$ cat src/rtl/mano_mem_arb.sv
// Two-port memory arbiter for the MANO single-port main memory: CPU-first fixed
// priority with a starvation guard for I/O, fixed-latency access per grant.
module mano_mem_arb #(
    parameter int AW         = 12,
    parameter int DW         = 16,
    parameter int MEM_LAT    = 2,
    parameter int STARVE_MAX = 4
) (
    input  logic          mclk,
    input  logic          mrst,
    input  logic          cpu_req,
    input  logic          cpu_we,
    input  logic [AW-1:0] cpu_addr,
    input  logic [DW-1:0] cpu_wdata,
    output logic          cpu_ack,
    output logic [DW-1:0] cpu_rdata,
    input  logic          io_req,
    input  logic          io_we,
    input  logic [AW-1:0] io_addr,
    input  logic [DW-1:0] io_wdata,
    output logic          io_ack,
    output logic [DW-1:0] io_rdata,
    output logic          mem_en,
    output logic          mem_we,
    output logic [AW-1:0] mem_addr,
    output logic [DW-1:0] mem_wdata,
    input  logic [DW-1:0] mem_rdata,
    output logic          busy,
    output logic          owner
);

    typedef enum logic [1:0] {S_IDLE, S_ACCESS, S_RESP} state_t;

    localparam logic [3:0] LAT_LOAD   = 4'(MEM_LAT - 1);
    localparam logic [3:0] STARVE_LIM = 4'(STARVE_MAX);

    state_t        state_q, state_d;
    logic [3:0]    lat_q, lat_d;
    logic [3:0]    starve_q, starve_d;
    logic          owner_q, owner_d;
    logic          busy_q, busy_d;
    logic          mem_en_q, mem_en_d;
    logic          mem_we_q, mem_we_d;
    logic [AW-1:0] mem_addr_q, mem_addr_d;
    logic [DW-1:0] mem_wdata_q, mem_wdata_d;
    logic [DW-1:0] cpu_rdata_q, cpu_rdata_d;
    logic [DW-1:0] io_rdata_q, io_rdata_d;
    logic          cpu_ack_q, cpu_ack_d;
    logic          io_ack_q, io_ack_d;
    logic          pick_io;

    always_comb begin
        state_d     = state_q;
        lat_d       = lat_q;
        starve_d    = starve_q;
        owner_d     = owner_q;
        busy_d      = busy_q;
        mem_en_d    = mem_en_q;
        mem_we_d    = mem_we_q;
        mem_addr_d  = mem_addr_q;
        mem_wdata_d = mem_wdata_q;
        cpu_rdata_d = cpu_rdata_q;
        io_rdata_d  = io_rdata_q;
        cpu_ack_d   = 1'b0;
        io_ack_d    = 1'b0;
        pick_io     = 1'b0;

        case (state_q)
            S_IDLE: begin
                if (cpu_req || io_req) begin
                    // I/O wins when alone, or when the CPU has starved it long enough
                    pick_io     = io_req && (!cpu_req || (starve_q == STARVE_LIM));
                    owner_d     = pick_io;
                    mem_we_d    = pick_io ? io_we    : cpu_we;
                    mem_addr_d  = pick_io ? io_addr  : cpu_addr;
                    mem_wdata_d = pick_io ? io_wdata : cpu_wdata;
                    mem_en_d    = 1'b1;
                    busy_d      = 1'b1;
                    lat_d       = LAT_LOAD;
                    starve_d    = (!pick_io && io_req) ? starve_q + 4'd1 : 4'd0;
                    state_d     = S_ACCESS;
                end
            end
            S_ACCESS: begin
                if (lat_q == 4'd0) begin
                    if (!mem_we_q) begin
                        if (owner_q) io_rdata_d  = mem_rdata;
                        else         cpu_rdata_d = mem_rdata;
                    end
                    mem_en_d  = 1'b0;
                    mem_we_d  = 1'b0;
                    cpu_ack_d = !owner_q;
                    io_ack_d  = owner_q;
                    state_d   = S_RESP;
                end else begin
                    lat_d = lat_q - 4'd1;
                end
            end
            S_RESP: begin
                busy_d  = 1'b0;
                state_d = S_IDLE;
            end
            default: state_d = S_IDLE;
        endcase
    end

    always_ff @(posedge mclk) begin
        if (mrst) begin
            state_q     <= S_IDLE;
            lat_q       <= 4'd0;
            starve_q    <= 4'd0;
            owner_q     <= 1'b0;
            busy_q      <= 1'b0;
            mem_en_q    <= 1'b0;
            mem_we_q    <= 1'b0;
            mem_addr_q  <= '0;
            mem_wdata_q <= '0;
            cpu_rdata_q <= '0;
            io_rdata_q  <= '0;
            cpu_ack_q   <= 1'b0;
            io_ack_q    <= 1'b0;
        end else begin
            state_q     <= state_d;
            lat_q       <= lat_d;
            starve_q    <= starve_d;
            owner_q     <= owner_d;
            busy_q      <= busy_d;
            mem_en_q    <= mem_en_d;
            mem_we_q    <= mem_we_d;
            mem_addr_q  <= mem_addr_d;
            mem_wdata_q <= mem_wdata_d;
            cpu_rdata_q <= cpu_rdata_d;
            io_rdata_q  <= io_rdata_d;
            cpu_ack_q   <= cpu_ack_d;
            io_ack_q    <= io_ack_d;
        end
    end

    assign cpu_ack   = cpu_ack_q;
    assign io_ack    = io_ack_q;
    assign cpu_rdata = cpu_rdata_q;
    assign io_rdata  = io_rdata_q;
    assign mem_en    = mem_en_q;
    assign mem_we    = mem_we_q;
    assign mem_addr  = mem_addr_q;
    assign mem_wdata = mem_wdata_q;
    assign busy      = busy_q;
    assign owner     = owner_q;

endmodule

$ cat config.mk
export PLATFORM = sky130hd
export DESIGN_NAME = mano_mem_arb
export DESIGN_NICKNAME = d
export VERILOG_FILES = /design/src/rtl/mano_mem_arb.sv
export SDC_FILE = /design/constraint.sdc
export NUM_CORES = 1
export LEC_CHECK = 0
export BUFFER_PORTS_ARGS = -buffer_cell sky130_fd_sc_hd__buf_4
export CELL_PAD_IN_SITES_DETAIL_PLACEMENT = 2
export CELL_PAD_IN_SITES_GLOBAL_PLACEMENT = 2
export CORE_MARGIN = 3
export CORE_UTILIZATION = 25
export DETAILED_ROUTE_END_ITERATION = 12
export GPL_ROUTABILITY_DRIVEN = 0
export PLACE_DENSITY_LB_ADDON = 0.12
export SETUP_SLACK_MARGIN = 0.05
export SYNTH_ARGS = -nofsm -noshare
export SYNTH_HDL_FRONTEND = slang
export SYNTH_SLANG_ARGS = --single-unit
export TNS_END_PERCENT = 20
$ cat constraint.sdc
create_clock -name mclk -period 2.6 [get_ports mclk]
set_input_delay 0.26 -clock mclk [delete_from_list [all_inputs] [get_ports mclk]]
set_output_delay 0.26 -clock mclk [all_outputs]
set_load 0.05 [all_outputs]
[Word level (Yosys, flattened, before mapping)]
Cells that the tools add are included.
Operators by class
  add/sub/neg operators: 2
  $mul: 0
  div/mod/pow operators: 0
  order comparisons: 0
  equality and inequality tests: 6
  shift operators: 0
  muxes and demuxes: 16
  bitwise gates (word level): 4
  reductions and logical operators: 19
Operator list (count)
  16-bit two-way mux: 1
  12-bit two-way mux: 1
  4-bit two-way mux: 3
  4-bit one-hot mux with 2 select lines: 1
  4-bit AND reduction: 2
  2-bit != test (second input constant): 3
  1-bit one-hot mux with 2 select lines: 3
  2-bit AND reduction: 3
  3-bit AND reduction: 2
  4-bit by 1-bit adder with 4-bit output (second input constant): 1
  4-bit by 3-bit equality test with 1-bit output (second input constant): 1
  4-bit logical NOT: 1
  1-bit two-way mux: 4
  2-bit two-way mux: 2
  1-bit inverter: 4
  2-bit one-hot mux with 2 select lines: 1
  2-bit nonzero test: 2
  4-bit by 1-bit subtractor with 4-bit output (second input constant): 1
  1-bit logical NOT: 3
  3-bit OR reduction: 1
  2-bit by 1-bit equality test with 1-bit output (second input constant): 1
  2-bit equality test (second input constant): 1
  1-bit logical AND: 2
  2-bit logical NOT: 1
  1-bit logical OR: 2
Word-level totals
  flip-flop bits (word level): 76
  bits in latches: 0
  bits in writable memories: 0
  ROM bits: 0
  bits of input ports: 78
  word-level logic and storage cells: 60
  memories kept: 0

[Depth between registers and ports, before layout]
  word-level depth: 6
  gate-level depth with buffers: 8
  gate-level depth less buffers: 6

[Least setup slack after synthesis]
Ideal clock, no wire load.
  path type: reg2reg
  from: reg lat_q[0]
  to: reg cpu_rdata_q[10], in the netlist cpu_rdata[10]
  library setup time: 0.138 ns
  data arrival time: 1.808 ns
  data required time: 2.462 ns
  path slack: 0.655 ns
  stages on the path, launching flop included: 9
  clock period less this slack: 1.945 ns
  path through: dfxtp_1 inv_1 ha_1 or3b_4 or4_4 buf_6 buf_12 nand2_2 a21oi_2
On the way
  longest elaborated chain between the ends: 2
Ends and longest elaborated chain
  from (decl): RTL line 38  | logic [3:0] lat_q, lat_d;
  from (signal assigned): RTL line 124  | lat_q <= lat_d;
  4-bit logical NOT: RTL line 85  | if (lat_q == 4'd0) begin
  4-bit AND reduction (no source line)
  to (signal assigned): RTL line 132  | cpu_rdata_q <= cpu_rdata_d;
  to (decl): RTL line 46  | logic [DW-1:0] cpu_rdata_q, cpu_rdata_d;
Every way passes these cells.
A chain may end at the register's enable or synchronous reset.

[Final worst setup path]
  from: reg starve_q[0]
  to: reg mem_wdata_q[15], in the netlist mem_wdata[15]
On the way
  longest elaborated chain between the ends: 4
Ends and longest elaborated chain
  from (decl): RTL line 39  | logic [3:0] starve_q, starve_d;
  from (signal assigned): RTL line 125  | starve_q <= starve_d;
  4-bit by 3-bit equality test with 1-bit output: RTL line 72  | pick_io = io_req && (!cpu_req || (starve_q == STARVE_LIM));
  1-bit logical OR: RTL line 72
  1-bit logical AND: RTL line 72
  16-bit two-way mux: RTL line 76  | mem_wdata_d = pick_io ? io_wdata : cpu_wdata;
  to (signal assigned): RTL line 131  | mem_wdata_q <= mem_wdata_d;
  to (decl): RTL line 45  | logic [DW-1:0] mem_wdata_q, mem_wdata_d;
Every way passes these cells.

==> summary.txt <==
Status
  – Status: finished, final reports clean

Clock network
  – Post-CTS Hold Buffers: 0
  – Clock root buffer: clkbuf_16
  – Post-CTS Resized: 0
  – Clock tree buffer depth: 2
  – H-tree levels: 3
  – Clk sinks: 76
  – Post-CTS Setup Bufs: 0
  – Clk pin slew, worst setup/hold paths: 60 ps
  – Total CTS buffers: 9
  – CTS tree: yes
  – Clk Latency, worst-skew pair: 340 ps

Yosys
  – Syn nets: 448
  – Leading register cell type out of synthesis: dfxtp_1
  – Yosys warns: 0
  – Post-Syn Area: 3140 um2
  – Syn avg cell area: 8.56 um2
  – Post-synth cell types: 36
  – Post-synth top area share: 48.4%
  – Post-synth top area cell: dfxtp_1
  – Mapped Cells: 367
  – Leading post-synthesis cells by cell area: dfxtp_1 48%, nor3_1 9.9%, nor2_1 6.3%
  – Number of synthesized register bits: 76
  – Async S/R FF share, synth: 0%
  – Post-synthesis sequential area ratio: 48.4%
  – Number of synthesized flops with an enable pin: 0

Finish
  – Syn-to-layout area delta: 48.9%
  – Layout Nets: 581
  – Post-Route Utilization: 38.4%
  – Most common cell after layout, fill and taps aside: buf_4
  – Most frequent cells in the layout: 151 x buf_4, 76 x dfxtp_1, 62 x nor3_1, 53 x nor2_1
  – Layout cells sized above 1: 38.4%
  – ANT cells: 0

Floorplan
  – I/O Pins: 144
  – Die H: 118 um
  – Die W: 118 um
  – Core Box Area: 12200 um2
  – Row count: 40
  – Initial Util: 25.8%
  – Die area: 13900 um2

Setup path
  – Critical setup path kind: flip-flop to flip-flop
  – Top delay family on crit path: simple AND/OR/NAND/NOR gates
  – CP arrival: 2240 ps
  – Crit path launch type: flip-flop
  – Critical path fanouts, max: 22
  – Critical path's largest stage delay: 360 ps
  – Crit path depth: 7
  – Worst setup endpoint: mem_wdata[15]
  – R2r setup slk: 590 ps
  – Crit-path cells: inv_1 > ha_1 > and3b_1 > o21ai_2 > buf_4 > nor3_1 > nor4_1
  – Launching point of the worst reg2reg path: starve_q[0]
  – Slowest cell on crit path: dfxtp_1
  – Crit. Startpoint: starve_q[0]
  – Reg2reg end: mem_wdata[15]
  – R2R cell count: 7
  – Worst Path Buf+Inv: 2
  – CP Data Required Time: 2840 ps
  – Crit. End Element: flip-flop

Detailed routing
  – Via/cell ratio: 4.74
  – Iter 0 DRT Violations: 136
  – DRC viols: 0
  – Via count: 3191
  – Drt total wl: 11300 um
  – Count of antenna-violating nets left after detailed routing: 0
  – Drt pass-1 iters: 4
  – DR WL/cell: 16.9 um

Power and ir drop
  – P_leak: 2.07 nW
  – Power, Total: 0.00357 W
  – PwrDens: 763 nW/um2
  – VDD IR max: 0.000274 V

STA
  – Finish-stage setup viols: 0
  – RSZ-0062 raised after global routing: no
  – Fmax: 0.499 GHz
  – Fin. max-slew vios: 0
  – Final TNS setup: 0 ps
  – Slew HR: 55.9%
  – Post-route minimum period: 2010 ps
  – Worst-Margin Slew: 661 ps
  – Period utilisation layout: 77.1%
  – Setup ws final: 595 ps
  – Layout Skew: 6.33 ps
  – Final hold vios: 0

Min path
  – HP Class: input pin to flip-flop

Place
  – Dpl hpwl: 8080 um
  – Place WS: 580 ps
  – I/O Buffers: 143

Global routing
  – Tot GR Track Use: 16.9%
  – Vias in the first global route: 3635
  – First-pass GRT wire length: 19000 um
  – Largest net degree at the start of global routing: 57
  – GR Overflow Total: 0
  – Initial antenna violation count: 0

Run
  – Max-Cap Viols: 0
where the power goes:
group,leakage (nW),total (W),internal (W),switching (W)
Clock,0.138,0.00127,0.000746,0.000525
Combinational,1.31,0.000965,0.000320,0.000646
Sequential,0.623,0.00133,0.00126,0.0000649
Total,2.07,0.00357,0.00233,0.00123
stage by stage:
stage | cell area [um2] | hold WS, ps | instances
floorplan | 3140 | 396 | 367
global placement | 4380 | 450 | 657
detailed placement | 4380 | 460 | 657
CTS | 4680 | 145 | 673
global route | 4680 | 170 | 673
finish | 4680 | 160 | 673
worst min-delay path, cell delays in order:
cell and delay [ps]:
buf_4 80, mux2i_1 50, nor2_1 70
cells by family (layout without fill, tap and decap cells):
kind of cell / count (synthesis) / after routing / synth area share (%)
mux: 18 / 18 / 5.74
flops: 76 / 76 / 48.4
fa+ha+maj: 3 / 3 / 1.20
simple gates: 198 / 198 / 31.6
xor+xnor: 1 / 1 / 0.279
compound gates: 34 / 34 / 7.33
buf+inv: 37 / 175 / 5.42
flip-flops by register name, indices dropped and copies added (netlist names):
| name | count |
|---|---|
| lat_q | 4 |
| io_rdata | 16 |
| mem_wdata | 16 |
| state_q | 2 |
| mem_addr | 12 |
| cpu_ack | 1 |
| mem_en | 1 |
| owner | 1 |
| starve_q | 4 |
| cpu_rdata | 16 |
| busy | 1 |
| mem_we | 1 |
| io_ack | 1 |
cell type report:
| type | count | area (um2) |
|---|---|---|
| sequential | 76 | 1520 |
| clock buffer | 9 | 225 |
| clock inverter | 7 | 75.1 |
| fill | 1411 | 7490 |
| tap | 168 | 210 |
| timing repair buffer | 152 | 1150 |
| multi-input combinational | 254 | 1460 |
| inverter | 7 | 26.3 |
synthesized netlist by cell type (all sizes together) (2+ instances only):
cell / number
a21oi: 23
buf: 11
clkbuf: 19
dfxtp: 76
ha: 3
inv: 7
mux2i: 18
nand2: 39
nand3: 3
nand4b: 2
nor2: 53
nor3: 62
nor3b: 2
nor4: 30
o21a: 2
o21ai: 3
how the worst min path moves through the flow:
stage / startpoint / end / cells after the start
detailed placement: cpu_rdata[10] / cpu_rdata[10] / 2
finish: mem_rdata[12] / io_rdata[12] / 3
floorplan: mem_rdata[0] / cpu_rdata[0] / 2
global route: mem_rdata[1] / cpu_rdata[1] / 3
global placement: cpu_rdata[11] / cpu_rdata[11] / 2
CTS: mem_rdata[12] / io_rdata[12] / 3
metal layers:
metal | track usage, % | share of wire [%] | vias to the layer above
met5 | 0 | 0 | -
li1 | - | - | 1542
met1 | 19.0 | 40 | 1543
met4 | 5.27 | 1.2 | 0
met3 | 7.88 | 9.0 | 9
met2 | 28.3 | 50 | 97
Note: power is estimated with default switching activity, not from simulation.
